<file path="src/rtl/countdown_timer_if.sv">
// Signal bundle between the game-state FSM (master) and the countdown timer (slave).
interface countdown_timer_if;
    logic       game_start;
    logic       cnt_enable;
    logic [3:0] time_remain;
    logic       sec_tick;
    logic       expired;
    logic       low_time;
    logic       blink;

    modport master (
        output game_start, cnt_enable,
        input  time_remain, sec_tick, expired, low_time, blink
    );

    modport slave (
        input  game_start, cnt_enable,
        output time_remain, sec_tick, expired, low_time, blink
    );
endinterface

</file>
<file path="src/rtl/countdown_timer.sv">
// Game countdown: divides clk to one-second ticks, counts START_TIME down to zero,
// and flags low time / blink for the display.
module countdown_timer #(
    parameter int CLK_DIV    = 100_000_000,
    parameter int START_TIME = 15,
    parameter int WARN_TIME  = 3
) (
    input  logic                clk,
    input  logic                rst,
    countdown_timer_if.slave    tif
);

    localparam int              PW         = $clog2(CLK_DIV);
    localparam logic [PW-1:0]   PRESC_MAX  = PW'(CLK_DIV - 1);
    localparam logic [PW-1:0]   PRESC_HALF = PW'(CLK_DIV / 2);
    localparam logic [3:0]      START_T    = 4'(START_TIME);
    localparam logic [3:0]      WARN_T     = 4'(WARN_TIME);

    typedef enum logic [1:0] {
        IDLE  = 2'd0,
        RUN   = 2'd1,
        PAUSE = 2'd2,
        DONE  = 2'd3
    } state_t;

    state_t          state_q, state_d;
    logic [3:0]      time_q, time_d;
    logic [PW-1:0]   presc_q, presc_d;
    logic            start_d_q, start_d_d;
    logic            tick_q, tick_d;
    logic            exp_q, exp_d;
    logic            start_re;

    // Floor at zero so a stray decrement can never wrap the display to 15.
    function automatic logic [3:0] sat_dec(input logic [3:0] v);
        return (v == 4'd0) ? 4'd0 : v - 4'd1;
    endfunction

    always_comb begin
        start_re  = tif.game_start & ~start_d_q;
        start_d_d = tif.game_start;
        state_d   = state_q;
        time_d    = time_q;
        presc_d   = presc_q;
        tick_d    = 1'b0;
        exp_d     = 1'b0;

        if (start_re) begin
            state_d = RUN;
            time_d  = START_T;
            presc_d = '0;
        end else begin
            case (state_q)
                IDLE: begin
                    time_d  = START_T;
                    presc_d = '0;
                end
                RUN: begin
                    // A pause request beats a second boundary landing in the same cycle.
                    if (!tif.cnt_enable) begin
                        state_d = PAUSE;
                    end else if (presc_q == PRESC_MAX) begin
                        presc_d = '0;
                        time_d  = sat_dec(time_q);
                        tick_d  = 1'b1;
                        if (time_q == 4'd1) begin
                            state_d = DONE;
                            exp_d   = 1'b1;
                        end
                    end else begin
                        presc_d = presc_q + PW'(1);
                    end
                end
                PAUSE: begin
                    if (tif.cnt_enable) state_d = RUN;
                end
                DONE: begin
                    time_d  = 4'd0;
                    presc_d = '0;
                end
                default: begin
                    state_d = IDLE;
                    time_d  = START_T;
                    presc_d = '0;
                end
            endcase
        end
    end

    always_ff @(posedge clk) begin
        if (rst) begin
            state_q   <= IDLE;
            time_q    <= START_T;
            presc_q   <= '0;
            start_d_q <= 1'b0;
            tick_q    <= 1'b0;
            exp_q     <= 1'b0;
        end else begin
            state_q   <= state_d;
            time_q    <= time_d;
            presc_q   <= presc_d;
            start_d_q <= start_d_d;
            tick_q    <= tick_d;
            exp_q     <= exp_d;
        end
    end

    assign tif.time_remain = time_q;
    assign tif.sec_tick    = tick_q;
    assign tif.expired     = exp_q;
    assign tif.low_time    = ((state_q == RUN) || (state_q == PAUSE)) && (time_q <= WARN_T);
    assign tif.blink       = tif.low_time && (presc_q < PRESC_HALF);

endmodule

</file>
<file path="src/flat_wrapper.sv">
// flat-port wrapper written by rule: the top's interface ports become plain ports
module countdown_timer_flat 
#(
    parameter int CLK_DIV    = 100_000_000,
    parameter int START_TIME = 15,
    parameter int WARN_TIME  = 3
)
  (clk, rst, tif_game_start, tif_cnt_enable, tif_time_remain, tif_sec_tick, tif_expired, tif_low_time, tif_blink);
  countdown_timer_if tif_i ();
  input  logic clk;
  input  logic rst;
  input wire logic [$bits(tif_i.game_start)-1:0] tif_game_start;
  input wire logic [$bits(tif_i.cnt_enable)-1:0] tif_cnt_enable;
  output wire logic [$bits(tif_i.time_remain)-1:0] tif_time_remain;
  output wire logic [$bits(tif_i.sec_tick)-1:0] tif_sec_tick;
  output wire logic [$bits(tif_i.expired)-1:0] tif_expired;
  output wire logic [$bits(tif_i.low_time)-1:0] tif_low_time;
  output wire logic [$bits(tif_i.blink)-1:0] tif_blink;
  assign tif_i.game_start = tif_game_start;
  assign tif_i.cnt_enable = tif_cnt_enable;
  assign tif_time_remain = tif_i.time_remain;
  assign tif_sec_tick = tif_i.sec_tick;
  assign tif_expired = tif_i.expired;
  assign tif_low_time = tif_i.low_time;
  assign tif_blink = tif_i.blink;
  countdown_timer #(.CLK_DIV(CLK_DIV), .START_TIME(START_TIME), .WARN_TIME(WARN_TIME)) u_core (.clk(clk), .rst(rst), .tif(tif_i));
endmodule
</file>
<file path="config.mk">
export PLATFORM = sky130hd
export DESIGN_NAME = countdown_timer_flat
export DESIGN_NICKNAME = d
export VERILOG_FILES = /design/src/rtl/countdown_timer_if.sv /design/src/rtl/countdown_timer.sv /design/src/flat_wrapper.sv
export SDC_FILE = /design/constraint.sdc
export NUM_CORES = 1
export LEC_CHECK = 0
export CORE_MARGIN = 2
export CORE_UTILIZATION = 40
export CTS_CLUSTER_SIZE = 14
export DETAILED_ROUTE_END_ITERATION = 16
export PLACE_DENSITY_LB_ADDON = 0.08
export REMOVE_ABC_BUFFERS = 1
export SETUP_SLACK_MARGIN = 0.4
export SYNTH_ARGS = -nofsm -noshare
export SYNTH_HDL_FRONTEND = slang
export SYNTH_SLANG_ARGS = --single-unit
</file>
<file path="constraint.sdc">
create_clock -name clk -period 2.6 [get_ports clk]
set_input_delay 0.39 -clock clk [delete_from_list [all_inputs] [get_ports clk]]
set_output_delay 0.39 -clock clk [all_outputs]
set_load 0.02 [all_outputs]
</file>
==> impl_metrics.csv, run 1 <==
group,metric,value,unit
outcome,status,"complete, no violations",
grt,grt_pass1_vias,1636,
cells_and_area,layout-drive-gt1-share,18.9,%
setup_path,startpoint,"u_core.presc_q[9]",
hold_path,hold_class,"flop to flop",
run,cap_violations,0,
yosys,synthDistinctLibCells,50,
hold_path,hp-start,"u_core.presc_q[22]",
setup_path,criticalPathCategory,"flop to flop",
floorplan,std_cell_rows,25,
clock_network,cts_sinks,36,
timing,rsz0062_at_grt,"yes",
timing,worst_pin_slew,0.476,ns
drt,drt_first_pass_iters,4,
clock_network,numCtsBuffers,5,
cells_and_area,final_cell_mix,"33 x dfxtp_1, 30 x nor2_1, 19 x buf_4",
yosys,synth_seq_area_share,36.2,%
grt,antenna_found_initial,0,
yosys,synth_area_per_cell,8.32,µm²
yosys,ys_warn_count,0,
timing,clock.fmax,0.448,GHz
drt,route.vias.total,1846,
yosys,synth.mux.area_fraction,2.08,%
drt,finalWirelength,4.97,mm
yosys,async_flop_share,0,%
placed_design,dp_hpwl,3.43,mm
yosys,synth_area,1990,µm²
clock_network,cts_tree,"yes",
drt,drt-wirelength-per-cell,14.7,µm
timing,finalSetupViolations,0,
floorplan,start_util,41.8,%
cells_and_area,area_growth,22.6,%
timing,slew_headroom,68.2,%
clock_network,clk_latency,0.30,ns
floorplan,io_pins,12,
yosys,synth_edf_count,0,
floorplan,die_y,74.5,µm
yosys,synth_xor_area_share,6.16,%
timing,layout_setup_ws,0.368,ns
placed_design,place_ws,0.171,ns
clock_network,cts_buffer_depth,2,
placed_design,gp_congestion,0.816,
power_and_ir_drop,ir_worst_vdd,0.232,mV
grt,grt_usage,18.7,%
drt,drc,0,
timing,finClkSkew,0.00850,ns
floorplan,die_width,74.5,µm
clock_network,postCtsHoldBufs,0,
grt,grt_pass1_wl,7.94,mm
timing,hold_violations,0,
yosys,synth_compound_area_share,15.5,%
setup_path,start_kind,"flop",
timing,final.min_clock_period,2.23,ns
yosys,synth-simple-area-share,33.3,%
yosys,yosys.area_share.adder,3.14,%
grt,grt_overflow,0,
setup_path,cp-end-kind,"flop",
clock_network,htreeDepth,2,
timing,drv_slew,0,
cells_and_area,antennaDiodeCount,0,
cells_and_area,final_common_cell,"dfxtp_1",
cells_and_area,final_nets,279,
drt,ant_nets,0,
clock_network,cts.reportedPaths.clkPinSlew,0.07,ns
setup_path,crit_required,2.82,ns
drt,vias_per_cell,5.48,
timing,finalCritPeriodShare,85.8,%
drt,drt_iter0_markers,175,
yosys,dominantRegCellSynth,"dfxtp_1",
power_and_ir_drop,leakage,0.792,nW
yosys,synth_top_family_by_area,"simple AND/OR/NAND/NOR gates",
power_and_ir_drop,powerDensity,496,nW/µm²
setup_path,critPathMaxFanout,3,
clock_network,cts_root_buf,"clkbuf_8",
floorplan,die-area,5550,µm²
setup_path,worst-endpoint-arrival,2.46,ns
yosys,synthCells,239,
floorplan,core-area,4750,µm²
power_and_ir_drop,finalPower,1.21,mW
placed_design,io_buffers,11,
grt,grt_max_degree,18,
yosys,ys_seq_elements,36,
setup_path,rr_startpoint,"u_core.presc_q[9]",
## Yosys cell counts (all sizes together), types with 7 or more instances
master	number	share of area, %
a21oi	13	3.3
a31oi	8	2.5
dfxtp	36	36
inv	7	1.3
nand2	18	3.4
nand3	13	3.5
nand4	14	4.4
nor2	32	6.0
nor3	7	1.8
nor4	9	5.0
o21ai	9	2.8
xnor2	7	3.1
xor2	7	3.1
## through the flow
step	hold WS [ns]	cells	cell area [µm²]	utilization, %	TNS [ns]
2_1_floorplan	0.447	231	1940	-	-0.0751
3_3_place_gp	0.488	322	2250	47.3	0
3_5_place_dp	0.490	322	2250	47.3	0
4_1_cts	0.507	329	2340	49.3	0
5_1_grt	0.536	337	2440	51.3	0
6_report	0.510	337	2440	51.3	0
## cell type report
type	instances	area (µm²)
clock inverter	1	5.00
fill	475	2320
inverter	7	26.3
timing repair buffer	32	287
tap	67	83.8
clock buffer	6	72.6
multi-input combinational	188	1240
sequential	36	724
## layer usage
| metal | part of all wire [%] | routed length [µm] | track usage [%] | vias to the layer above |
|---|---|---|---|---|
| met5 | 0 | 0 | 0 | - |
| li1 | - | - | - | 938 |
| met4 | 1.4 | 68 | 5.95 | 0 |
| met2 | 45 | 2220 | 28.0 | 40 |
| met1 | 49 | 2430 | 26.3 | 861 |
| met3 | 4.9 | 243 | 5.01 | 7 |
## registers in the layout (all words and copies together) (netlist names)
signal / flops
u_core.tif.sec_tick: 1
u_core.tif.time_remain: 4
u_core.state_q: 2
u_core.tif.expired: 1
u_core.start_d_q: 1
u_core.presc_q: 27
## kinds of logic (layout without fill, tap and decap cells)
family                     count (synthesis)  in the layout
AOI/OAI and AO/OA                         47             47
buffers and inverters                     15             46
DFF                                       36             36
xor gates and xnor gates                  14             14
and+or+nand+nor                          118            118
muxes                                      4              4
adders and majority gates                  5              5
## power breakdown
group | internal (mW) | leakage, nW | total [mW] | switching, mW
Combinational | 0.103 | 0.458 | 0.239 | 0.136
Sequential | 0.565 | 0.292 | 0.583 | 0.0179
Clock | 0.182 | 0.0410 | 0.386 | 0.204
Total | 0.851 | 0.792 | 1.21 | 0.358
## worst max-delay path, cell delays in order (launching register included)
cell      delay [ns]
dfxtp_2         0.33
or4_4           0.56
buf_12          0.15
nor4_4          0.36
nand3_2         0.12
or4_1           0.47
o211ai_1        0.17
## path summary, 6_finish.rpt
kind                          endpoint  slack [ns]  cells after the start
max          u_core.tif.time_remain[2]        0.37                      6
min                 u_core.presc_q[22]        0.51                      1
max reg2reg  u_core.tif.time_remain[2]        0.37                      6
min reg2reg         u_core.presc_q[22]        0.51                      1
## timing repair
item                       in CTS  in global routing
buffers inserted                0                  7
setup endpoints to repair       7                 30
resized for setup              12                  8
cloned                          0                  1
pin swaps                       2                 11
hold endpoints to repair        0                  0
Note: power is estimated with default switching activity, not from simulation.
==> inputs of run 2 (changes only) <==
- CAP_MARGIN: default -> 5
- PLACE_DENSITY: default -> 0.6
- PLACE_DENSITY_LB_ADDON: 0.08 -> default
- SETUP_SLACK_MARGIN: 0.4 -> 0.1
==> run 2 against run 1 <==
  * Maximum frequency shrank 2.8%
  * Die area unchanged
  * Sequential cell count unchanged
  * Combinational power shrank 11%
  * Wire length shrank 11%
  * Setup slack lost 0.063 ns
  * Via count decreased by 4.1%
  * Critical path depth increased by 1
  * Register-to-register slack worse by 0.06 ns
  * Count of clock-buffer cells in the layout up 2
==> impl_metrics.csv, run 2 (synthesis results as in run 1) <==
group,metric,value,unit
drt,finalWirelength,4.43,mm
cells_and_area,largest_reg_flops,27,
timing,finalSetupViolations,0,
grt,grt_pass1_wl,7.69,mm
cells_and_area,final_nets,269,
grt,grt_overflow,0,
clock_network,cts.reportedPaths.clkPinSlew,0.07,ns
floorplan,die_y,74.5,µm
setup_path,slowest_stage,"or4_1",
drt,route.vias.total,1770,
grt,grt_max_degree,18,
hold_path,hold_class,"flop to flop",
grt,grt_pass1_vias,1621,
setup_path,slowest_delay,0.68,ns
cells_and_area,layout.cells.non_filler,328,
timing,drv_slew,0,
cells_and_area,final_area,2310,µm²
cells_and_area,antennaDiodeCount,0,
setup_path,rr_worst_depth,7,
setup_path,cp_num_cells,7,
floorplan,die_width,74.5,µm
run,cap_violations,0,
cells_and_area,area_growth,16.2,%
clock_network,cts_buffer_depth,2,
drt,vias_per_cell,5.40,
outcome,status,"complete, no violations",
placed_design,dpl.cell_count,320,
timing,final.min_clock_period,2.30,ns
clock_network,cts_sinks,36,
cells_and_area,layout-drive-gt1-share,12.3,%
cells_and_area,finalCoreUtilization,48.6,%
drt,drt-wirelength-per-cell,13.5,µm
clock_network,clk_latency,0.29,ns
cells_and_area,fillers,479,
clock_network,cts_root_buf,"clkbuf_8",
clock_network,htreeDepth,2,
clock_network,cts_tree,"yes",
placed_design,io_buffers,11,
hold_path,hold_depth,1,
setup_path,cp-end-kind,"flop",
floorplan,core-area,4750,µm²
placed_design,place_ws,0.201,ns
timing,rsz0062_at_grt,"no",
cells_and_area,final_common_cell,"dfxtp_1",
timing,clock.fmax,0.436,GHz
placed_design,gp_congestion,0.836,
floorplan,die-area,5550,µm²
setup_path,worst-endpoint-arrival,2.46,ns
placed_design,place_area,2220,µm²
drt,ant_nets,0,
timing,worst_pin_slew,0.474,ns
power_and_ir_drop,leakage,0.734,nW
floorplan,io_pins,12,
setup_path,crit_chain,"inv_1, ha_1, mux2i_1, or4_1, nor3_1, xnor2_1, nor2_1",
drt,drt_iter0_markers,86,
setup_path,critPathMaxFanout,7,
floorplan,std_cell_rows,25,
grt,antenna_found_initial,0,
setup_path,critPathTopFamily,"simple AND/OR/NAND/NOR gates",
power_and_ir_drop,powerDensity,521,nW/µm²
timing,slew_headroom,68.3,%
placed_design,dp_hpwl,3.29,mm
drt,drt_first_pass_iters,4,
setup_path,criticalPathCategory,"flop to flop",
timing,hold_violations,0,
clock_network,postCtsHoldBufs,0,
setup_path,crit_required,2.76,ns
clock_network,numCtsBuffers,5,
timing,finClkSkew,0.00301,ns
drt,drc,0,
setup_path,cp_num_buf_inv,1,
cells_and_area,regMostFlops,"u_core.presc_q",
timing,finalCritPeriodShare,88.3,%
timing,holdWs,0.512,ns
floorplan,start_util,41.8,%
timing,layout_setup_ws,0.305,ns
setup_path,start_kind,"flop",
cells_and_area,final_cell_mix,"36 x dfxtp_1, 32 x nor2_1, 18 x nand2_1",
power_and_ir_drop,ir_worst_vdd,0.263,mV
grt,grt_usage,18.0,%
==> run 2: area by class of cell <==
type                       instances  area [µm²]  share of cell area (%)
clock buffer                       8        90.1                    3.90
timing repair buffer              22         186                    8.07
multi-input combinational        188        1200                    52.1
sequential                        36         721                    31.2
tap                               67        83.8                    3.63
inverter                           7        26.3                    1.14
==> run 2: report_power, final <==
| group | switching, mW | internal [mW] | leakage, nW |
|---|---|---|---|
| combinational | 0.127 | 0.0856 | 0.397 |
| clock | 0.195 | 0.216 | 0.0455 |
| sequential | 0.0159 | 0.564 | 0.291 |
==> run 2: path summary, 6_finish.rpt <==
check / slack [ns] / endpoint / startpoint
worst min-delay path: 0.51 / u_core.presc_q[21] / u_core.presc_q[21]
worst min register to register: 0.51 / u_core.presc_q[21] / u_core.presc_q[21]
worst max-delay path: 0.30 / u_core.presc_q[14] / u_core.state_q[0]
worst max register to register: 0.30 / u_core.presc_q[14] / u_core.state_q[0]
==> run 2: per-layer routing <==
| metal | routed length (µm) | up-vias | track usage [%] |
|---|---|---|---|
| li1 | - | 926 | - |
| met1 | 2340 | 817 | 25.2 |
| met2 | 1940 | 22 | 27.3 |
| met3 | 108 | 5 | 3.66 |
| met4 | 44 | 0 | 6.55 |
| met5 | 0 | - | 0 |
==> run 2: repair_timing <==
| action | CTS | global route |
|---|---|---|
| buffers inserted | 0 | 0 |
| resized for setup | 2 | 3 |
| gates cloned | 0 | 0 |
| endpoints found under the setup margin | 2 | 2 |
==> run 2: through the flow <==
step	TNS (ns)	power, mW
floorplan	-0.0751	0.728
global placement	0	0.805
detailed placement	0	0.806
CTS	0	1.22
global route	0	1.26
finish	0	1.20
